<file path="src/rtl/model_layer_node_unit_divider.sv">
`default_nettype none
// =============================================================================
// Module  : model_layer_node_unit_divider
// Brief   : float32 divider; restoring mantissa division (one quotient bit per
//           cycle, MSB first) followed by guard/sticky rounding, ties not rounded up.
// Revision: 1.0 - initial release
// =============================================================================
module model_layer_node_unit_divider (
    input  logic        clk,
    input  logic        rst,
    input  logic [31:0] a,
    input  logic [31:0] b,
    input  logic        in_valid,
    output logic        in_ready,
    output logic [31:0] c,
    output logic        out_valid,
    input  logic        out_ready,
    output logic        div_by_zero
);

    typedef enum logic [1:0] {
        IDLE  = 2'd0,
        DIV   = 2'd1,
        ROUND = 2'd2,
        DONE  = 2'd3
    } state_t;

    localparam logic [4:0]  C_LAST_ITER = 5'd25;
    localparam logic [31:0] C_INF_MAG   = {1'b0, 8'hFF, 23'd0};

    state_t       state_q, state_d;
    logic [4:0]   cnt_q,   cnt_d;
    logic [25:0]  quo_q,   quo_d;
    logic [24:0]  rem_q,   rem_d;
    logic [23:0]  dvs_q,   dvs_d;
    logic [7:0]   ea_q,    ea_d;
    logic [7:0]   eb_q,    eb_d;
    logic         sign_q,  sign_d;
    logic [31:0]  c_q,     c_d;
    logic         dbz_q,   dbz_d;
    logic         ov_q,    ov_d;

    // Restoring step: the kept remainder is always below the divisor (< 2^24),
    // so shifting it left still fits the 25-bit register.
    logic         w_step_bit;
    logic [24:0]  w_step_diff;
    logic [24:0]  w_step_rem;

    assign w_step_bit  = (rem_q >= {1'b0, dvs_q});
    assign w_step_diff = rem_q - {1'b0, dvs_q};
    assign w_step_rem  = w_step_bit ? w_step_diff : rem_q;

    logic              w_sign_r;
    logic              w_a_zero;
    logic              w_b_zero;
    logic [22:0]       w_mant_base;
    logic              w_guard;
    logic              w_sticky;
    logic signed [9:0] w_exp_base;
    logic [23:0]       w_mant_inc;
    logic [22:0]       w_mant_rnd;
    logic signed [9:0] w_exp_rnd;
    logic [31:0]       w_rnd_c;

    assign w_sign_r = a[31] ^ b[31];
    assign w_a_zero = (a[30:0] == 31'd0);
    assign w_b_zero = (b[30:0] == 31'd0);

    always_comb begin
        w_mant_base = quo_q[25] ? quo_q[24:2] : quo_q[23:1];
        w_guard     = quo_q[25] ? quo_q[1]    : quo_q[0];
        w_sticky    = (quo_q[25] & quo_q[0]) | (rem_q != 25'd0);
        w_exp_base  = $signed({2'b00, ea_q}) - $signed({2'b00, eb_q})
                      + (quo_q[25] ? 10'sd127 : 10'sd126);
        w_mant_inc  = {1'b0, w_mant_base} + 24'd1;
        w_mant_rnd  = w_mant_base;
        w_exp_rnd   = w_exp_base;
        if (w_guard && w_sticky) begin
            // a carry out of the increment wraps the fraction to zero
            w_mant_rnd = w_mant_inc[22:0];
            if (w_mant_inc[23]) begin
                w_exp_rnd = w_exp_base + 10'sd1;
            end
        end
        if (w_exp_rnd >= 10'sd255) begin
            w_rnd_c = {sign_q, C_INF_MAG[30:0]};
        end else if (w_exp_rnd <= 10'sd0) begin
            w_rnd_c = {sign_q, 31'd0};
        end else begin
            w_rnd_c = {sign_q, w_exp_rnd[7:0], w_mant_rnd};
        end
    end

    always_comb begin
        state_d = state_q;
        cnt_d   = cnt_q;
        quo_d   = quo_q;
        rem_d   = rem_q;
        dvs_d   = dvs_q;
        ea_d    = ea_q;
        eb_d    = eb_q;
        sign_d  = sign_q;
        c_d     = c_q;
        dbz_d   = dbz_q;
        ov_d    = ov_q;

        case (state_q)
            IDLE: begin
                if (in_valid) begin
                    sign_d = w_sign_r;
                    if (w_b_zero) begin
                        c_d     = {w_sign_r, C_INF_MAG[30:0]};
                        dbz_d   = 1'b1;
                        state_d = DONE;
                    end else if (w_a_zero) begin
                        c_d     = 32'd0;
                        dbz_d   = 1'b0;
                        state_d = DONE;
                    end else begin
                        rem_d   = {2'b01, a[22:0]};
                        dvs_d   = {1'b1, b[22:0]};
                        ea_d    = a[30:23];
                        eb_d    = b[30:23];
                        quo_d   = 26'd0;
                        cnt_d   = 5'd0;
                        state_d = DIV;
                    end
                end
            end
            DIV: begin
                quo_d = {quo_q[24:0], w_step_bit};
                cnt_d = cnt_q + 5'd1;
                if (cnt_q == C_LAST_ITER) begin
                    rem_d   = w_step_rem;
                    state_d = ROUND;
                end else begin
                    rem_d = {w_step_rem[23:0], 1'b0};
                end
            end
            ROUND: begin
                c_d     = w_rnd_c;
                dbz_d   = 1'b0;
                ov_d    = 1'b1;
                state_d = DONE;
            end
            DONE: begin
                // special results arrive here one cycle before out_valid rises
                ov_d = 1'b1;
                if (ov_q && out_ready) begin
                    ov_d    = 1'b0;
                    state_d = IDLE;
                end
            end
            default: begin
                state_d = IDLE;
                ov_d    = 1'b0;
            end
        endcase
    end

    always_ff @(posedge clk or posedge rst) begin
        if (rst) begin
            state_q <= IDLE;
            cnt_q   <= 5'd0;
            quo_q   <= 26'd0;
            rem_q   <= 25'd0;
            dvs_q   <= 24'd0;
            ea_q    <= 8'd0;
            eb_q    <= 8'd0;
            sign_q  <= 1'b0;
            c_q     <= 32'd0;
            dbz_q   <= 1'b0;
            ov_q    <= 1'b0;
        end else begin
            state_q <= state_d;
            cnt_q   <= cnt_d;
            quo_q   <= quo_d;
            rem_q   <= rem_d;
            dvs_q   <= dvs_d;
            ea_q    <= ea_d;
            eb_q    <= eb_d;
            sign_q  <= sign_d;
            c_q     <= c_d;
            dbz_q   <= dbz_d;
            ov_q    <= ov_d;
        end
    end

    assign in_ready    = (state_q == IDLE);
    assign out_valid   = ov_q;
    assign c           = c_q;
    assign div_by_zero = dbz_q;

endmodule
`default_nettype wire

</file>
<file path="config.mk">
export PLATFORM = sky130hd
export DESIGN_NAME = model_layer_node_unit_divider
export DESIGN_NICKNAME = d
export VERILOG_FILES = /design/src/rtl/model_layer_node_unit_divider.sv
export SDC_FILE = /design/constraint.sdc
export NUM_CORES = 1
export LEC_CHECK = 0
export BUFFER_PORTS_ARGS = -buffer_cell sky130_fd_sc_hd__buf_2
export CAP_MARGIN = 10
export CORE_AREA = 2 2 187 134
export DETAILED_ROUTE_END_ITERATION = 8
export DIE_AREA = 0 0 189 136
export PLACE_DENSITY = 0.63
export REMOVE_ABC_BUFFERS = 1
export SYNTH_ARGS = -nofsm -noshare
export SYNTH_HDL_FRONTEND = slang
export SYNTH_SLANG_ARGS = --single-unit
</file>
<file path="constraint.sdc">
create_clock -name clk -period 9.97 [get_ports clk]
set_input_delay 1.994 -clock clk [delete_from_list [all_inputs] [get_ports clk]]
set_output_delay 1.994 -clock clk [all_outputs]
set_load 0.005 [all_outputs]
</file>
### After elaboration in Yosys (flattened, before gate mapping)

Cells that the tools add are included.
Widths: inputs -> output; s select.

| storage, ports and cells | value |
|---|---|
| register bits after elaboration | 133 |
| input bits | 68 |

| cells by class | value |
|---|---|
| add/sub/neg operators | 6 |
| $lt $le $gt $ge | 3 |
| equality and inequality tests | 11 |
| multiplexer cells | 38 |
| bitwise logic cells | 5 |
| reduce and logical (&&, ||, !) cells | 15 |

Operators by type and width:

| operator | number |
|---|---|
| $mux 25 | 5 |
| $mux 32 | 3 |
| $mux 26 | 3 |
| $pmux 32 s2 | 1 |
| $logic_not 31->1 | 2 |
| $mux 31 | 2 |
| $pmux 26 s2 | 1 |
| $pmux 25 s2 | 1 |
| $mux 23 | 2 |
| $ge 25x24->1 | 1 |
| $reduce_bool 25->1 | 1 |
| $sub 25x24->25 | 1 |
| $add 23x1->24 const B | 1 |
| $mux 10 | 2 |
| $mux 5 | 3 |
| $add 10x2->10 const B | 1 |
| $add 9x8->10 | 1 |
| $ge 10x9->1 const B | 1 |
| $le 10x1->1 const B | 1 |
| $mux 2 | 5 |
| $ne 2x2->1 const B | 5 |
| $pmux 5 s2 | 1 |
| $sub 8x8->9 | 1 |
| $pmux 2 s4 | 1 |
| 19 further kinds | 32 |

### Depth between registers and ports, before layout

| logic depth | value |
|---|---|
| word-level depth | 9 |
| depth in mapped cells | 18 |
| mapped depth without buffers | 17 |

### Least setup slack after synthesis

OpenSTA, ideal clock, no wires.

| path | value |
|---|---|
| path kind | input-to-reg |
| from | in b[15] |
| to | reg rem_q[24] |
| arrival time | 4.301 ns |
| data required time | 9.832 ns |
| slack | 5.531 ns |
| cell stages on the path | 11 |
| buffers on the path | 3 |
| cell sequence | or4_1 > nor4_1 > nand3_1 > nor2_1 > nor3_1 > and2_1 > clkbuf_1 > a21oi_1 > clkbuf_1 > buf_1 > o22ai_1 |

| between the ends | value |
|---|---|
| word-level cells in the longest chain between the ends | 3 |

RTL lines:

| what | line | text |
|---|---|---|
| start, declared | 12 | `input logic [31:0] b,` |
| $logic_not 31->1 | 67 | `assign w_b_zero = (b[30:0] == 31'd0);` |
| $ne 2x2->1 (no line) | - |  |
| $reduce_and 5->1 (no line) | - |  |
| end signal, assigned | 178 | `rem_q <= rem_d;` |
| end, declared | 34 | `logic [24:0] rem_q, rem_d;` |

Every way passes these cells.
A chain may end at the register's enable or synchronous reset.

### Final worst setup path

| path | value |
|---|---|
| from | in b[15] |
| to | reg rem_q[2] |

| between the ends | value |
|---|---|
| word-level cells in the longest chain between the ends | 3 |

RTL lines:

| what | line |
|---|---|
| $logic_not 31->1 | 67 |
| $ne 2x2->1 (no line) | - |
| $reduce_and 4->1 (no line) | - |

Every way passes these cells.

==> results.cfg <==
[timing]
fin_crit_sh_pct = 53.16
drv_slew = 0
hold_viol = 0
finClkSkew_ns = 0.01857
post-route-min-period_ns = 5.300
max-slew-margin-rel_pct = 27.60
finalSetupTns_ns = 0
rsz0062_at_grt = false
worstMarginPinSlew_ns = 1.085
setup_viol = 0
clock.fmax_mhz = 188.7

[cts]
postCtsSetupBuffers = 0
clkSlewWorstSetupHoldPaths_ns = 0.07
post_cts_resized = 0
cts_root_buf = clkbuf_16
worstSkewPairLatency_ns = 0.45
cts_tree = built
postCtsHoldBufs = 0
cts_sinks = 133
numCtsBuffers = 17
htree_levels = 4
clockBufferDepth = 2

[logic_synthesis]
netlist_area_sq_um = 9417
syn_avg_cell_area_sq_um = 8.671
yosys-top-cells-area = dfrtp_1 (35%), nand2_1 (5.8%), ha_1 (5.7%)
synth_sequential_area_ratio_pct = 35.34
ys_warn_count = 0
synth_flop_cell = dfrtp_1
async_flop_share_pct = 100.0
synth_area_leader_cell = dfrtp_1
synth-edff-count = 0
netlist_instances = 1086
synthDistinctLibCells = 84
synth-seq-cells = 133
yosysTopAreaCellShare_pct = 35.34

[placed_design]
port_buffers = 102
dp_hpwl_mm = 18.93
gp_congestion = 0.9006
placedCellCount = 1462

[worst_setup_path]
slowest_stage = nand2_1
end_kind = register
crit_chain = buf_2, or4_1, nor4_1, nand3_1, nor2_1, nor3_1, and2_2, a21o_1, buf_4, nand2_1, a211oi_1, a211o_1
cp.required_ns = 10.30
cpPeakStageDelay_ns = 0.61
worst_setup_path_start_kind = input pin
arrival_ns = 5.63
cp_max_fo = 42
path_class = input pin to register

[global_routing]
grt_max_degree = 85
antenna_found_initial = 1
grt.total_usage_pct = 20.81
grt_pass1_vias = 7916
grt_overflow = 0
grt_pass1_wl_mm = 42.55

[drt]
wl_met2_mm = 10.95
met1_length_mm = 13.43
wirelength_mm = 26.19
wl_per_cell_microns = 17.53
vias = 8431
top_layer = met5
routed_via_density = 5.643
first_iter_violations = 788
drcViolationCount = 0
drtAntennaViolNets = 0
wl_met3_mm = 1.524
drtPass1Iterations = 6

[final_layout]
diodes = 0
final_cells = 1494
postLayoutCoreUtil_pct = 44.49
area_growth_pct = 13.78
final_nets = 1269
layout-drive-gt1-share_pct = 16.60

[flow_run]
cap_violations = 0

[pwr]
p_per_area_nw_per_um2 = 400.6
ir_drop_mv = 0.2127
power_leakage_nw = 4.724

[floorplanning]
die_height_microns = 136
core_sq_um = 24080
row_count = 48
die_area_sq_um = 25700
io_pins = 103
start_util_pct = 39.10
die_w_microns = 189

[worst_hold_path]
worstHoldPathType = register to register

[status]
outcome = finished clean
routing by layer:
metal	track usage [%]	vias to the layer above
met2	30.42	252
met1	31.34	4050
met3	4.337	25
met5	0	-
met4	4.470	2
li1	-	4102
sequential cells by signal, summed over array words and instances (netlist names):
signal and count:
ea_q 8, c 32, eb_q 8, cnt_q 5
rem_q 25, sign_q 1, out_valid 1, quo_q 26
dvs_q 24, state_q 2, div_by_zero 1
area by class of cell:
cell class / instances / area (sq um)
Inverter: 61 / 234.0
Multi-Input combinational cell: 835 / 5599
Timing Repair Buffer: 108 / 555.5
Clock inverter: 13 / 146.4
Sequential cell: 133 / 3329
Tap cell: 325 / 406.6
Clock buffer: 19 / 442.9
Fill cell: 2381 / 13370
per-stage QoR:
stage / setup slack [ns] / total power, mW / hold slack [ns] / instance area (sq um)
finish: 4.670 / 4.292 / 0.4777 / 10710
detailed placement: 4.349 / 3.599 / 0.4668 / 10120
CTS: 4.785 / 4.271 / 0.4819 / 10710
global placement: 4.375 / 3.556 / 0.4545 / 10120
floorplan: 3.571 / 2.948 / 0.4396 / 9144
global route: 4.558 / 4.660 / 0.4910 / 10710
final timing paths:
check | start | to | slack, ns | cells after the start
setup reg to reg | rem_q[1] | rem_q[1] | 5.61 | 10
hold / removal | dvs_q[23] | dvs_q[23] | 0.48 | 1
setup / recovery | b[15] | rem_q[2] | 4.67 | 12
min in group asynchronous | rst | sign_q | 1.70 | 2
hold reg to reg | dvs_q[23] | dvs_q[23] | 0.48 | 1
max in group asynchronous | rst | dvs_q[0] | 7.05 | 3
logic make-up (layout without fill, tap and decap cells):
kind of cell             after synthesis  count (layout)  synth area share, %
adder cells (fa/ha/maj)               45              45                6.139
multiplexers                          49              49                5.607
flip-flops                           133             133                35.34
buffers and inverters                118             201                5.328
AO/OA/AOI/OAI                        302             302                22.30
AND/OR/NAND/NOR                      383             383                20.08
XOR/XNOR                              56              56                5.209
report_power, final:
group | leakage (nW) | switching, mW | internal (mW)
Sequential | 1.72 | 0.124 | 0.704
Clock | 0.285 | 0.268 | 0.378
Combinational | 2.72 | 1.72 | 1.09
cells in the final DEF (no fill, tap or decap), drive strengths merged, types with 5 or more instances in the layout:
cell type	count
nor3	18
a311oi	8
clkbuf	19
nor2b	6
xor2	16
a22o	25
dfrtp	133
a2111oi	5
clkinv	5
nor2	51
nand3	46
inv	65
a211o	5
and2	8
mux2i	22
o21a	9
xnor2	40
a31oi	5
nand4	16
o31ai	10
nand2	146
a211oi	17
or3	6
a21o	18
ha	43
o211ai	6
and3	20
a22oi	5
a21oi	66
o21ai	84
nor4	31
nand2b	13
mux2	27
buf	108
or2	5
critical path: cells and delay by family:
| kind | cells | cell delay [ns] |
|---|---|---|
| buffers and inverters | 2 | 0.36 |
| AOI/OAI and AO/OA | 3 | 0.68 |
| and+or+nand+nor | 7 | 2.58 |
cells in the mapped netlist, drive strengths merged, types with 5 or more instances:
cell and instances:
xor2 16, nand4 16, a21oi 66, buf 14, ha 43, nor3 18
nand3 46, dfrtp 133, and2 8, or3 6, o21ai 84, xnor2 40
a211o 5, nor2b 6, o31ai 10, a311oi 8, o21a 9, and3 20
a211oi 17, mux2 27, a22o 25, mux2i 22, a22oi 5, nand2b 13
nor2 51, a2111oi 5, a21o 18, o211ai 6, a31oi 5, nor4 31
or2 5, nand2 146, clkbuf 43, inv 61
Power figures use the tool's default switching activity.
